==> config.mk <==
export PLATFORM = sky130hd
export DESIGN_NAME = fpu_op_sequencer_flat
export DESIGN_NICKNAME = d
export VERILOG_FILES = /design/src/rtl/fpu_op_sequencer_pkg.sv /design/src/rtl/fpu_op_sequencer_if.sv /design/src/rtl/fpu_op_sequencer_fifo.sv /design/src/rtl/fpu_op_sequencer.sv /design/src/flat_wrapper.sv
export SDC_FILE = /design/constraint.sdc
export NUM_CORES = 1
export LEC_CHECK = 0
export ABC_AREA = 1
export CORE_MARGIN = 2
export CORE_UTILIZATION = 54
export DETAILED_ROUTE_END_ITERATION = 12
export GPL_TIMING_DRIVEN = 0
export PLACE_DENSITY = 0.77
export SLEW_MARGIN = 20
export SYNTH_ARGS = -nofsm -noshare
export SYNTH_HDL_FRONTEND = slang
export SYNTH_SLANG_ARGS = --single-unit
==> constraint.sdc <==
create_clock -name clk -period 3.4 [get_ports clk]
set_input_delay 0.51 -clock clk [delete_from_list [all_inputs] [get_ports clk]]
set_output_delay 0.51 -clock clk [all_outputs]
set_load 0.02 [all_outputs]
==> src/rtl/fpu_op_sequencer_pkg.sv <==
// rtl/fpu_op_sequencer_pkg.sv - shared types and constants for the FPU op sequencer
package fpu_seq_pkg;

    typedef enum logic [1:0] {
        IDLE  = 2'd0,
        FETCH = 2'd1,
        DRAIN = 2'd2,
        DONE  = 2'd3
    } seq_state_e;

    typedef enum logic [1:0] {
        OP_ADD = 2'd0,
        OP_SUB = 2'd1,
        OP_MUL = 2'd2,
        OP_DIV = 2'd3
    } fpu_op_e;

    // Default (half precision) operand width; the top re-derives widths from its own parameters.
    localparam int DEF_DATA_W = 16;

    typedef struct packed {
        logic [DEF_DATA_W-1:0] result;
        logic                  uf;
        logic                  of;
        logic                  ix;
    } fpu_res_t;

    // opA value that marks the end of a program in op memory.
    localparam logic [DEF_DATA_W-1:0] TERMINATOR = '1;

endpackage

==> src/rtl/fpu_op_sequencer_if.sv <==
// rtl/fpu_op_sequencer_if.sv - op memory, FPU issue/result and result stream signals
interface fpu_op_sequencer_if #(
    parameter int DATA_W = 16,
    parameter int ADDR_W = 8
);
    logic [ADDR_W-1:0]     mem_addr;
    logic                  mem_rd;
    logic [2*DATA_W+1:0]   mem_rdata;
    logic                  fpu_valid;
    logic [1:0]            fpu_op;
    logic [DATA_W-1:0]     fpu_opA;
    logic [DATA_W-1:0]     fpu_opB;
    logic [DATA_W-1:0]     fpu_result;
    logic [2:0]            fpu_flags;
    logic                  res_valid;
    logic                  res_ready;
    logic [DATA_W+2:0]     res_data;

    modport master (
        output mem_addr, mem_rd, fpu_valid, fpu_op, fpu_opA, fpu_opB, res_valid, res_data,
        input  mem_rdata, fpu_result, fpu_flags, res_ready
    );

    modport slave (
        input  mem_addr, mem_rd, fpu_valid, fpu_op, fpu_opA, fpu_opB, res_valid, res_data,
        output mem_rdata, fpu_result, fpu_flags, res_ready
    );
endinterface

==> src/rtl/fpu_op_sequencer_fifo.sv <==
// rtl/fpu_op_sequencer_fifo.sv - synchronous result FIFO with occupancy count
module fpu_seq_fifo #(
    parameter int W     = 19,
    parameter int DEPTH = 8
) (
    input  logic                   clk,
    input  logic                   reset,
    input  logic                   push,
    input  logic [W-1:0]           wdata,
    input  logic                   pop,
    output logic [W-1:0]           rdata,
    output logic                   empty,
    output logic                   full,
    output logic [$clog2(DEPTH):0] count
);
    localparam int PW = $clog2(DEPTH);

    logic [W-1:0]  mem [DEPTH];
    logic [PW-1:0] wptr;
    logic [PW-1:0] rptr;
    logic          do_push;
    logic          do_pop;

    assign empty   = (count == '0);
    assign full    = (count == ($clog2(DEPTH)+1)'(DEPTH));
    assign do_push = push && !full;
    assign do_pop  = pop && !empty;
    // Head entry is presented directly so it holds steady until popped; zero when empty.
    assign rdata   = empty ? '0 : mem[rptr];

    // Storage array; contents are only meaningful between the pointers.
    always_ff @(posedge clk) begin
        if (do_push) begin
            mem[wptr] <= wdata;
        end
    end

    // Pointer and count bookkeeping; a simultaneous push and pop leaves count unchanged.
    always_ff @(posedge clk or negedge reset) begin
        if (!reset) begin
            wptr  <= '0;
            rptr  <= '0;
            count <= '0;
        end else begin
            if (do_push) wptr <= wptr + 1'b1;
            if (do_pop)  rptr <= rptr + 1'b1;
            case ({do_push, do_pop})
                2'b10:   count <= count + 1'b1;
                2'b01:   count <= count - 1'b1;
                default: count <= count;
            endcase
        end
    end
endmodule

==> src/rtl/fpu_op_sequencer.sv <==
// rtl/fpu_op_sequencer.sv - op fetch/issue/capture sequencer; FPU_OP_SEQUENCER_STATS_EN adds flag counters
module fpu_op_sequencer
    import fpu_seq_pkg::*;
#(
    parameter int DATA_W     = 16,
    parameter int ADDR_W     = 8,
    parameter int FPU_LAT    = 2,
    parameter int FIFO_DEPTH = 8
) (
    input  logic                 clk,
    input  logic                 reset,
    input  logic                 start,
    fpu_op_sequencer_if.master   bus,
    output logic                 busy,
    output logic                 done,
    output logic                 wrap_err,
    output logic [ADDR_W:0]      op_count
`ifdef FPU_OP_SEQUENCER_STATS_EN
    ,
    output logic [ADDR_W:0]      uf_count,
    output logic [ADDR_W:0]      of_count,
    output logic [ADDR_W:0]      ix_count
`endif
);
    localparam int CW = $clog2(FIFO_DEPTH) + 1;
    localparam int SW = CW + 4;
    localparam logic [DATA_W-1:0] TERM_A = '1;

    typedef struct packed {
        logic [DATA_W-1:0] result;
        logic              uf;
        logic              of;
        logic              ix;
    } res_t;

    seq_state_e        state;
    seq_state_e        state_nx;
    logic [ADDR_W-1:0] addr;
    logic              addr_end;
    logic              rd_pend;
    logic              rd_last;
    logic              issue_v;
    fpu_op_e           issue_op;
    logic [DATA_W-1:0] issue_a;
    logic [DATA_W-1:0] issue_b;
    logic [FPU_LAT-1:0] vsr;
    logic [ADDR_W:0]   cnt;
    logic              wrap_q;
    logic [3:0]        in_flight;
    logic [SW-1:0]     occupancy;
    logic              credit_ok;
    logic              mem_rd;
    logic [DATA_W-1:0] rd_a;
    logic              rd_term;
    logic              rd_issue;
    logic              start_ok;
    logic              cap_push;
    res_t              cap_word;
    logic [CW-1:0]     fifo_count;
    logic              fifo_empty;
    logic              fifo_full;
    logic [DATA_W+2:0] fifo_rdata;

    assign rd_a     = bus.mem_rdata[2*DATA_W-1:DATA_W];
    assign rd_term  = rd_pend && (rd_a == TERM_A);
    assign rd_issue = rd_pend && !rd_term;
    assign start_ok = start && (state == IDLE || state == DONE);
    assign cap_push = vsr[FPU_LAT-1];
    assign cap_word = {bus.fpu_result, bus.fpu_flags};

    // Credit: everything read but not yet in the FIFO, plus what the FIFO already holds.
    always_comb begin
        in_flight = 4'(rd_pend) + 4'(issue_v);
        for (int i = 0; i < FPU_LAT; i++) begin
            in_flight = in_flight + 4'(vsr[i]);
        end
        occupancy = SW'(fifo_count) + SW'(in_flight);
        credit_ok = occupancy < SW'(FIFO_DEPTH);
    end

    // Run control state register.
    always_ff @(posedge clk or negedge reset) begin
        if (!reset) begin
            state <= IDLE;
        end else begin
            state <= state_nx;
        end
    end

    // Next state and read strobe; reads stop as soon as a terminator is seen or the last address was read.
    always_comb begin
        state_nx = state;
        mem_rd   = 1'b0;
        case (state)
            IDLE, DONE: begin
                if (start_ok) state_nx = FETCH;
            end
            FETCH: begin
                mem_rd = credit_ok && !addr_end && !rd_term;
                if (rd_pend && (rd_term || rd_last)) state_nx = DRAIN;
            end
            DRAIN: begin
                if (in_flight == '0 && fifo_empty) state_nx = DONE;
            end
            default: state_nx = IDLE;
        endcase
    end

    // Fetch address, issue register, FPU latency tracker and run counters.
    always_ff @(posedge clk or negedge reset) begin
        if (!reset) begin
            addr     <= '0;
            addr_end <= 1'b0;
            rd_pend  <= 1'b0;
            rd_last  <= 1'b0;
            issue_v  <= 1'b0;
            issue_op <= OP_ADD;
            issue_a  <= '0;
            issue_b  <= '0;
            vsr      <= '0;
            cnt      <= '0;
            wrap_q   <= 1'b0;
        end else begin
            rd_pend <= mem_rd;
            issue_v <= rd_issue;
            vsr[0]  <= issue_v;
            for (int i = 1; i < FPU_LAT; i++) begin
                vsr[i] <= vsr[i-1];
            end
            if (start_ok) begin
                addr     <= '0;
                addr_end <= 1'b0;
                cnt      <= '0;
                wrap_q   <= 1'b0;
            end
            if (mem_rd) begin
                addr    <= addr + 1'b1;
                rd_last <= (addr == {ADDR_W{1'b1}});
                if (addr == {ADDR_W{1'b1}}) addr_end <= 1'b1;
            end
            if (rd_issue) begin
                issue_op <= fpu_op_e'(bus.mem_rdata[2*DATA_W+1:2*DATA_W]);
                issue_a  <= rd_a;
                issue_b  <= bus.mem_rdata[DATA_W-1:0];
                cnt      <= cnt + 1'b1;
            end
            if (rd_issue && rd_last) wrap_q <= 1'b1;
        end
    end

`ifdef FPU_OP_SEQUENCER_STATS_EN
    // Flag statistics counted as results enter the FIFO.
    always_ff @(posedge clk or negedge reset) begin
        if (!reset) begin
            uf_count <= '0;
            of_count <= '0;
            ix_count <= '0;
        end else if (start_ok) begin
            uf_count <= '0;
            of_count <= '0;
            ix_count <= '0;
        end else if (cap_push) begin
            if (cap_word.uf) uf_count <= uf_count + 1'b1;
            if (cap_word.of) of_count <= of_count + 1'b1;
            if (cap_word.ix) ix_count <= ix_count + 1'b1;
        end
    end
`endif

    fpu_seq_fifo #(
        .W     (DATA_W + 3),
        .DEPTH (FIFO_DEPTH)
    ) u_fifo (
        .clk   (clk),
        .reset (reset),
        .push  (cap_push),
        .wdata (cap_word),
        .pop   (bus.res_ready),
        .rdata (fifo_rdata),
        .empty (fifo_empty),
        .full  (fifo_full),
        .count (fifo_count)
    );

    // A push into a full FIFO would mean the read credit was miscounted.
    assert property (@(posedge clk) disable iff (!reset) !(cap_push && fifo_full));

    assign bus.mem_addr  = addr;
    assign bus.mem_rd    = mem_rd;
    assign bus.fpu_valid = issue_v;
    assign bus.fpu_op    = issue_op;
    assign bus.fpu_opA   = issue_a;
    assign bus.fpu_opB   = issue_b;
    assign bus.res_valid = !fifo_empty;
    assign bus.res_data  = fifo_rdata;
    assign busy          = (state == FETCH) || (state == DRAIN);
    assign done          = (state == DONE);
    assign wrap_err      = wrap_q;
    assign op_count      = cnt;
endmodule

==> src/flat_wrapper.sv <==
// flat-port wrapper written by rule: the top's interface ports become plain ports
module fpu_op_sequencer_flat import fpu_seq_pkg::*;
#(
    parameter int DATA_W     = 16,
    parameter int ADDR_W     = 8,
    parameter int FPU_LAT    = 2,
    parameter int FIFO_DEPTH = 8
)
  (clk, reset, start, busy, done, wrap_err, op_count, bus_mem_addr, bus_mem_rd, bus_fpu_valid, bus_fpu_op, bus_fpu_opA, bus_fpu_opB, bus_res_valid, bus_res_data, bus_mem_rdata, bus_fpu_result, bus_fpu_flags, bus_res_ready);
  fpu_op_sequencer_if #(.DATA_W(DATA_W), .ADDR_W(ADDR_W)) bus_i ();
  input  logic clk;
  input  logic reset;
  input  logic start;
  output logic busy;
  output logic done;
  output logic wrap_err;
  output logic [ADDR_W:0] op_count;
  output wire logic [$bits(bus_i.mem_addr)-1:0] bus_mem_addr;
  output wire logic [$bits(bus_i.mem_rd)-1:0] bus_mem_rd;
  output wire logic [$bits(bus_i.fpu_valid)-1:0] bus_fpu_valid;
  output wire logic [$bits(bus_i.fpu_op)-1:0] bus_fpu_op;
  output wire logic [$bits(bus_i.fpu_opA)-1:0] bus_fpu_opA;
  output wire logic [$bits(bus_i.fpu_opB)-1:0] bus_fpu_opB;
  output wire logic [$bits(bus_i.res_valid)-1:0] bus_res_valid;
  output wire logic [$bits(bus_i.res_data)-1:0] bus_res_data;
  input wire logic [$bits(bus_i.mem_rdata)-1:0] bus_mem_rdata;
  input wire logic [$bits(bus_i.fpu_result)-1:0] bus_fpu_result;
  input wire logic [$bits(bus_i.fpu_flags)-1:0] bus_fpu_flags;
  input wire logic [$bits(bus_i.res_ready)-1:0] bus_res_ready;
  assign bus_mem_addr = bus_i.mem_addr;
  assign bus_mem_rd = bus_i.mem_rd;
  assign bus_fpu_valid = bus_i.fpu_valid;
  assign bus_fpu_op = bus_i.fpu_op;
  assign bus_fpu_opA = bus_i.fpu_opA;
  assign bus_fpu_opB = bus_i.fpu_opB;
  assign bus_res_valid = bus_i.res_valid;
  assign bus_res_data = bus_i.res_data;
  assign bus_i.mem_rdata = bus_mem_rdata;
  assign bus_i.fpu_result = bus_fpu_result;
  assign bus_i.fpu_flags = bus_fpu_flags;
  assign bus_i.res_ready = bus_res_ready;
  fpu_op_sequencer #(.DATA_W(DATA_W), .ADDR_W(ADDR_W), .FPU_LAT(FPU_LAT), .FIFO_DEPTH(FIFO_DEPTH)) u_core (.clk(clk), .reset(reset), .start(start), .bus(bus_i), .busy(busy), .done(done), .wrap_err(wrap_err), .op_count(op_count));
endmodule
==> results of run 1 <==
## layer usage
metal / up-vias / part of all wire / global-route usage
li1: 3134 / - / -
met1: 3181 / 0.39 / 0.308
met2: 303 / 0.48 / 0.402
met3: 47 / 0.099 / 0.0721
met4: 0 / 0.023 / 0.0807
met5: - / 0 / 0
## Yosys cell counts, drive strengths merged
cell type    n
nand2      166
clkbuf      16
ha          15
xnor2        3
o22ai       20
nor3         1
edfxtp     152
nor2       138
or2          3
dfrtp       70
buf         21
xor2        10
mux2i       19
nand4        4
a22o         1
fa           2
o21ai      114
a21oi        3
nand3       26
a21boi       1
inv         36
## layout make-up
type                       instances  area (um^2)
sequential                       222         6320
tap                              220          275
inverter                          36          138
clock buffer                      29          598
buffer                            37          188
timing repair buffer             140         1440
fill                            1156         4870
multi-input combinational        526         2680
clock inverter                    12          139
## power groups by stage
stage / clock network [mW] / registers, mW / logic, mW
after floorplan: 0 / 3.95 / 2.41
after global placement: 0 / 3.71 / 4.43
after detailed placement: 0 / 3.70 / 4.59
after CTS: 2.48 / 3.67 / 4.65
after global routing: 2.59 / 3.72 / 5.11
final: 2.46 / 3.67 / 4.69
## registers in the layout (all words and copies together) (netlist names), 3 cells and up
register             cells
u_core.u_fifo.rptr       3
u_core.bus.fpu_opA      16
u_core.u_fifo.count      4
u_core.u_fifo.mem      152
u_core.bus.fpu_opB      16
u_core.bus.mem_addr      8
u_core.u_fifo.wptr       3
u_core.op_count          9
## repair_timing
item,4_1_cts,5_1_grt
resized for setup,7,15
pin swaps,2,4
hold buffers,1,0
endpoints found under the hold margin,13,0
buffers inserted,2,0
endpoints found under the setup margin,1,13
## path summary, 6_finish.rpt
check / end / slack (ps) / cells after the start
max in group asynchronous: u_core.rd_pend / 2460 / 3
hold / removal: u_core.vsr[1] / 370 / 0
setup reg to reg: u_core.bus.mem_addr[4] / 760 / 16
setup / recovery: bus_mem_rd / 130 / 14
min in group asynchronous: u_core.bus.fpu_opB[0] / 400 / 2
hold reg to reg: u_core.vsr[1] / 370 / 0
## through the flow
stage	power [mW]	util	worst slack [ps]	hold slack (ps)
floorplan	6.36	-	576	214
global placement	8.14	0.651	-580	356
detailed placement	8.30	0.659	-96.5	359
CTS	10.8	0.705	17.2	373
global route	11.4	0.707	-10.1	377
finish	10.8	0.707	134	374
## kinds of logic (layout without fill, tap and decap cells)
| group | after synthesis | count (layout) | synth area share |
|---|---|---|---|
| mux | 19 | 19 | 0.0206 |
| simple gates | 338 | 338 | 0.145 |
| compound gates | 139 | 139 | 0.0799 |
| xor+xnor | 13 | 13 | 0.0123 |
| flops | 222 | 222 | 0.684 |
| buf+inv | 73 | 254 | 0.0340 |
| fa+ha+maj | 17 | 17 | 0.0246 |
## worst max-delay path: stages, from the launching register on
cell and delay (ps):
dfrtp_1 410, ha_4 270, inv_1 40, fa_2 320
inv_2 70, ha_4 200, ha_1 260, nand3_1 80
nand2_1 60, nand2_1 80, nand2_1 60, nor2_2 130
nand2_4 80, inv_4 60, buf_6 110
==> flow_summary.json, run 1 <==
{
  "grt_max_degree": 58,
  "combPwrFrac": 0.433,
  "syn_avg_cell_area_um2": 11.3,
  "clock_sinks": 222,
  "via_per_inst": 5.45,
  "io-pin-count": 133,
  "synth_top_area_share": 0.494,
  "yosysTopAreaCell": "edfxtp_1",
  "setup_viol": 0,
  "post-dp-hpwl_um": 13900,
  "antenna_found_initial": 0,
  "yosysWarnings": 0,
  "postRouteAntennaNets": 0,
  "final_common_cell": "nand2_1",
  "period_needed_ps": 3270,
  "yosys_register_bits": 222,
  "cts.path.max_buffers": 3,
  "min_path_type": "register to register",
  "port_buffers": 132,
  "clkPwrFrac": 0.227,
  "antenna_cells": 0,
  "synthTopCellsByArea": "edfxtp_1, dfrtp_1, nand2_1",
  "finalMaxSlewViolations": 0,
  "num_vias": 6665,
  "post-route-period-util": 0.960,
  "p_seq_frac": 0.340,
  "fin_tns_setup_ps": 0,
  "placed_cells": 1178,
  "grt_pass1_vias": 6671,
  "first_pass_iters": 5,
  "die_w_um": 135,
  "path_class": "register to primary output",
  "overflow": 0,
  "clk_pin_slew_ps": 60,
  "gr-usage-all-layers": 0.243,
  "r2r-start": "u_core.bus.fpu_valid",
  "max_cap_viol_count": 0,
  "timing.critical_path.from": "u_core.bus.fpu_valid",
  "peakVddDrop_mv": 0.513,
  "worst_ep_arrival_time_ps": 2760,
  "netSwitchingPower_mw": 4.13,
  "p_leak_nw": 4.62,
  "finClkSkew_ps": 9.09,
  "final_cell_mix": "nand2_1, edfxtp_1, clkdlybuf4s50_1",
  "path_max_fanout": 3,
  "relSlewSlack": 0.503,
  "netlist_instances": 821,
  "cts_inserted_buffers": 23,
  "switching_share": 0.382,
  "critical_path.startpoint_type": "register",
  "placed_cell_area_mm2": 0.0110,
  "root_buffer": "clkbuf_16",
  "grt_pass1_wl_um": 34000,
  "netlist_area_mm2": 0.00924,
  "timing_hold_violations_final": 0,
  "routed_wl_um": 21800,
  "synth_nets": 895,
  "required_ps": 2890,
  "p_int_mw": 6.69,
  "power_density_mw_per_mm2": 919,
  "htree_levels": 1,
  "min_from": "u_core.vsr[0]",
  "yosysSeqAreaShare": 0.684,
  "drive_gt1_frac": 0.0888,
  "cts_tree": "yes",
  "dr.first_iter.drc_count": 604,
  "netlist-cell-type-count": 29,
  "area_growth_pct": 27.4,
  "insertion_delay_ps": 500,
  "grt_setup_unrepaired": "true",
  "status": "complete, no violations",
  "wl_per_cell_um": 17.8,
  "design.core.area_mm2": 0.0166,
  "endpoint_kind": "primary output",
  "stdcell_count": 1222,
  "place.gp.congestion": 0.801,
  "post-route-drc-count": 0,
  "fin_nets": 1060,
  "max_freq_ghz": 0.306,
  "die_y_um": 135,
  "tightest_slew_ps": 744,
  "rows": 47,
  "dieArea_mm2": 0.0182,
  "start_util": 0.555,
  "fin_area_mm2": 0.0118
}
No activity file was read; power rests on OpenSTA's default activity.
==> run 2, diff against run 1 <==
--- a/config.mk
+++ b/config.mk
@@ -7,10 +7,11 @@
 export LEC_CHECK = 0
 export ABC_AREA = 1
 export CORE_MARGIN = 2
-export CORE_UTILIZATION = 54
+export CORE_UTILIZATION = 45
 export DETAILED_ROUTE_END_ITERATION = 12
 export GPL_TIMING_DRIVEN = 0
-export PLACE_DENSITY = 0.77
+export HOLD_SLACK_MARGIN = 0.15
+export PLACE_DENSITY = 0.66
 export SLEW_MARGIN = 20
 export SYNTH_ARGS = -nofsm -noshare
 export SYNTH_HDL_FRONTEND = slang
==> run 2 against run 1 <==
Against the previous run: final area grew 0.44%; register-to-register slack gained 20 ps; worst hold slack is essentially flat; largest power group unchanged; highest routed layer unchanged.
==> flow_summary.json, run 2 (same netlist as run 1, synthesis figures left out) <==
{
  "num_vias": 6530,
  "place.gp.congestion": 0.774,
  "fin_util": 0.586,
  "die_w_um": 147,
  "cp_common_cell": "nand2_1",
  "endpoint_kind": "primary output",
  "required_ps": 2890,
  "timing_hold_violations_final": 0,
  "min_path_type": "register to register",
  "fin_tns_setup_ps": 0,
  "path_buf_inv": 4,
  "insertion_delay_ps": 510,
  "htree_levels": 1,
  "finalMaxSlewViolations": 0,
  "whs_path_depth": 0,
  "grt_pass1_vias": 6474,
  "start_util": 0.458,
  "setup_viol": 0,
  "cts.path.max_buffers": 3,
  "met3_length_um": 2170,
  "worst_ep_arrival_time_ps": 2770,
  "cpPeakStageDelay_ps": 410,
  "status": "complete, no violations",
  "drt-met1-wl_um": 9040,
  "rrSetupSlack_ps": 780,
  "post-route-period-util": 0.966,
  "timing.rr.end": "u_core.bus.mem_addr[4]",
  "clock_sinks": 222,
  "grt_pass1_wl_um": 34700,
  "routed_wl_um": 21900,
  "io-pin-count": 133,
  "via_per_inst": 5.13,
  "final_cell_mix": "nand2_1, edfxtp_1, clkdlybuf4s50_1",
  "hold_path_end": "u_core.vsr[1]",
  "peakVddDrop_mv": 0.579,
  "maxUsedRoutingLayer": "met4",
  "final_common_cell": "nand2_1",
  "slowest_stage": "dfrtp_1",
  "overflow": 0,
  "wl_per_cell_um": 17.2,
  "drive_gt1_frac": 0.0888,
  "dieArea_mm2": 0.0217,
  "largest_reg_flops": 152,
  "postRouteAntennaNets": 0,
  "post-dp-hpwl_um": 14100,
  "port_buffers": 132,
  "path_delay_family": "adder cells",
  "p_leak_nw": 4.60,
  "fin_nets": 1060,
  "min_from": "u_core.vsr[0]",
  "tightest_slew_ps": 752,
  "critical_path.startpoint_type": "register",
  "path_max_fanout": 4,
  "power_density_mw_per_mm2": 916,
  "path_class": "register to primary output",
  "gr-usage-all-layers": 0.204,
  "period_needed_ps": 3280,
  "max_freq_ghz": 0.305,
  "cts_inserted_buffers": 23,
  "post-route-drc-count": 0,
  "design.core.area_mm2": 0.0202,
  "clk_pin_slew_ps": 60,
  "wl_met2_um": 10300,
  "die_y_um": 147,
  "rows": 52,
  "antenna_found_initial": 0,
  "crit_chain": "ha_1 > inv_1 > fa_1 > inv_2 > ha_4 > ha_1 > nand3_1 > nand2_1 > nand2_1 > nand2_1 > nor2_2 > nand2_4 > inv_4 > buf_6",
  "finClkSkew_ps": 24.6,
  "grt_max_degree": 42,
  "first_pass_iters": 5,
  "root_buffer": "clkbuf_16",
  "r2r-start": "u_core.bus.fpu_valid",
  "area_growth_pct": 27.9,
  "cts_tree": "yes",
  "dr.first_iter.drc_count": 452,
  "top_register": "u_core.u_fifo.mem",
  "antenna_cells": 0,
  "relSlewSlack": 0.498,
  "max_cap_viol_count": 0,
  "reg2reg_depth": 16
}
-- run 2: what timing repair did --
action,4_1_cts,5_1_grt
hold buffers,1,0
endpoints found under the setup margin,4,13
gates cloned,0,0
hold endpoints to repair,29,0
gates resized for setup,9,10
pin swaps,0,2
setup buffers,1,2
-- run 2: worst max path at each step --
stage	startpoint	end	slack, ps	cells past startpoint
after floorplan	u_core.bus.fpu_valid	bus_mem_rd	580	13
after global placement	reset	u_core.op_count[8]	-720	1
after detailed placement	u_core.rd_pend	bus_mem_rd	-100	14
after CTS	u_core.bus.fpu_valid	bus_mem_rd	20	14
after global routing	u_core.bus.fpu_valid	bus_mem_rd	-7	14
final	u_core.bus.fpu_valid	bus_mem_rd	120	14
-- run 2: where the power goes --
part           internal, mW  total [mW]  switching, mW  leakage [nW]
registers              3.39        3.66          0.270          2.26
logic                  1.83        4.65           2.82          1.99
clock network          1.50        2.52           1.02         0.357
total                  6.71        10.8           4.12          4.60
-- run 2: stage by stage --
step	total power, mW	hold WS [ps]	area (um^2)	setup WS, ps	cells
after global routing	11.5	391	11800	-6.84	1272
after detailed placement	8.32	360	11000	-104	1227
after floorplan	6.36	214	9240	576	821
after CTS	10.9	375	11800	17.0	1270
final	10.8	374	11800	117	1272
after global placement	8.20	359	10900	-719	1223
-- run 2: cell type report --
class / count / area, um^2
well taps: 270 / 338
flip-flops and latches: 222 / 6320
multi-input cells: 526 / 2670
clock buffers: 29 / 608
fillers: 1701 / 8350
inverters: 36 / 138
clock inverters: 12 / 145
repair buffers: 140 / 1420
plain buffers: 37 / 188
-- run 2: per-layer routing --
| layer | vias to the layer above | GRT usage |
|---|---|---|
| met3 | 27 | 0.0571 |
| met2 | 265 | 0.339 |
| met1 | 3096 | 0.267 |
| li1 | 3142 | - |
| met5 | - | 0 |
| met4 | 0 | 0.0500 |
==> run 3, diff against run 2 <==
==> constraint.sdc (replaced) <==
create_clock -name clk -period 3.4 [get_ports clk]
set_input_delay 0.68 -clock clk [delete_from_list [all_inputs] [get_ports clk]]
set_output_delay 0.68 -clock clk [all_outputs]
set_load 0.02 [all_outputs]
==> run 3 against run 2 <==
Against the previous run: worst hold slack about the same; sequential power about the same; largest cell class unchanged; register-to-register slack about the same; clock power about the same; clock-buffer cell count unchanged; first-iteration DRC count decreased by 3.5%.
==> flow_summary.json, run 3 (same netlist as run 1, synthesis figures left out) <==
{
  "status": "complete, no violations",
  "gr-usage-all-layers": 0.204,
  "place.gp.congestion": 0.774,
  "final_common_cell": "nand2_1",
  "postRouteAntennaNets": 0,
  "post-route-period-util": 0.975,
  "start_util": 0.458,
  "grt_max_degree": 42,
  "peakVddDrop_mv": 0.629,
  "routed_wl_um": 22000,
  "rows": 52,
  "tightest_slew_ps": 755,
  "num_vias": 6497,
  "fin_tns_setup_ps": 0,
  "holdWs_ps": 374,
  "critical_path.startpoint_type": "register",
  "design.core.area_mm2": 0.0202,
  "required_ps": 2720,
  "slowest_stage": "dfrtp_1",
  "area_growth_pct": 28.7,
  "setup_ws_ps": 83.9,
  "max_cap_viol_count": 0,
  "path_class": "register to primary output",
  "setup_viol": 0,
  "fin_nets": 1060,
  "crit_chain": "ha_4 > inv_2 > fa_2 > inv_2 > ha_4 > ha_4 > nand3_2 > nand2_1 > nand2_1 > nand2_1 > nor2_2 > nand2_4 > inv_4 > buf_6",
  "timing_hold_violations_final": 0,
  "max_freq_ghz": 0.302,
  "htree_levels": 1,
  "period_needed_ps": 3320,
  "antenna_cells": 0,
  "power_density_mw_per_mm2": 917,
  "clk_pin_slew_ps": 60,
  "post-dp-hpwl_um": 14100,
  "place_ws_ps": -274,
  "cts_inserted_buffers": 23,
  "port_buffers": 132,
  "die_w_um": 147,
  "io-pin-count": 133,
  "final_cell_mix": "nand2_1, edfxtp_1, nor2_1",
  "post-route-drc-count": 0,
  "first_pass_iters": 5,
  "path_delay_family": "adder cells",
  "root_buffer": "clkbuf_16",
  "placed_cell_area_mm2": 0.0110,
  "path_buf_inv": 4,
  "relSlewSlack": 0.495,
  "fill_cells": 1690,
  "endpoint_kind": "primary output",
  "antenna_found_initial": 0,
  "die_y_um": 147,
  "min_path_type": "register to register",
  "dieArea_mm2": 0.0217,
  "via_per_inst": 5.11,
  "cts.path.max_buffers": 3,
  "insertion_delay_ps": 510,
  "p_leak_nw": 4.69,
  "fin_area_mm2": 0.0119,
  "worst_ep_arrival_time_ps": 2640,
  "cpPeakStageDelay_ps": 430,
  "grt_pass1_wl_um": 34700,
  "finClkSkew_ps": 24.1,
  "cts_tree": "yes",
  "top_register": "u_core.u_fifo.mem",
  "finalMaxSlewViolations": 0,
  "path_max_fanout": 3,
  "clock_sinks": 222,
  "finalPower_mw": 10.9,
  "wl_per_cell_um": 17.3,
  "largest_reg_flops": 152,
  "grt_pass1_vias": 6464,
  "grt_setup_unrepaired": "true",
  "overflow": 0,
  "drive_gt1_frac": 0.103,
  "dr.first_iter.drc_count": 436
}
[run 3: cell types whose count changed in the layout (fill, tap and decap cells not counted), sizes merged]
cell / change
buf: +1
dlymetal6s2s: +6
clkbuf: -1
clkdlybuf4s50: -6
[run 3: power breakdown]
group          switching [mW]  internal [mW]  total (mW)
combinational            2.85           1.86        4.71
sequential              0.279           3.39        3.67
clock                    1.02           1.50        2.52
total                    4.15           6.75        10.9
[run 3: what timing repair did]
item	in CTS	in global routing
setup endpoints to repair	14	20
pin swaps	3	3
hold buffers	1	0
setup buffers	2	2
gates resized for setup	21	26
hold endpoints to repair	29	0
[run 3: area by class of cell]
class                           count  area [um^2]  area share
Clock buffer                       29          608      0.0511
Clock inverter                     12          145      0.0122
Tap cell                          270          338      0.0284
Buffer                             36          203      0.0170
Sequential cell                   222         6320       0.531
Inverter                           36          138      0.0116
Timing Repair Buffer              141         1440       0.121
Multi-Input combinational cell    526         2700       0.227
[run 3: per-stage QoR]
step | utilization | cells
floorplan | - | 821
global placement | 0.540 | 1223
detailed placement | 0.546 | 1227
CTS | 0.586 | 1270
global route | 0.590 | 1272
finish | 0.590 | 1272
[run 3: worst register-to-register path: cells and delay by family, from the launching register on]
family / cells / cell delay (ps)
AO/OA/AOI/OAI: 1 / 70
AND/OR/NAND/NOR: 7 / 450
adder cells (fa/ha/maj): 4 / 1040
flip-flops: 1 / 430
buffers and inverters: 5 / 530
[run 3: layer usage]
| layer | GRT usage | up-vias | part of all wire |
|---|---|---|---|
| met5 | 0 | - | 0 |
| met4 | 0.0495 | 0 | 0.015 |
| met3 | 0.0593 | 27 | 0.086 |
| met2 | 0.340 | 239 | 0.47 |
| met1 | 0.265 | 3091 | 0.43 |
| li1 | - | 3140 | - |
[run 3: final timing paths]
| check | end | slack (ps) | start | cells after the start |
|---|---|---|---|---|
| setup / recovery | bus_mem_rd | 80 | u_core.bus.fpu_valid | 14 |
| max in group asynchronous | u_core.op_count[5] | 2170 | reset | 3 |
| hold reg to reg | u_core.vsr[1] | 370 | u_core.vsr[0] | 0 |
| min in group asynchronous | u_core.bus.mem_addr[0] | 640 | reset | 2 |
| hold / removal | u_core.vsr[1] | 370 | u_core.vsr[0] | 0 |
| setup reg to reg | u_core.bus.mem_addr[4] | 790 | u_core.bus.fpu_valid | 17 |
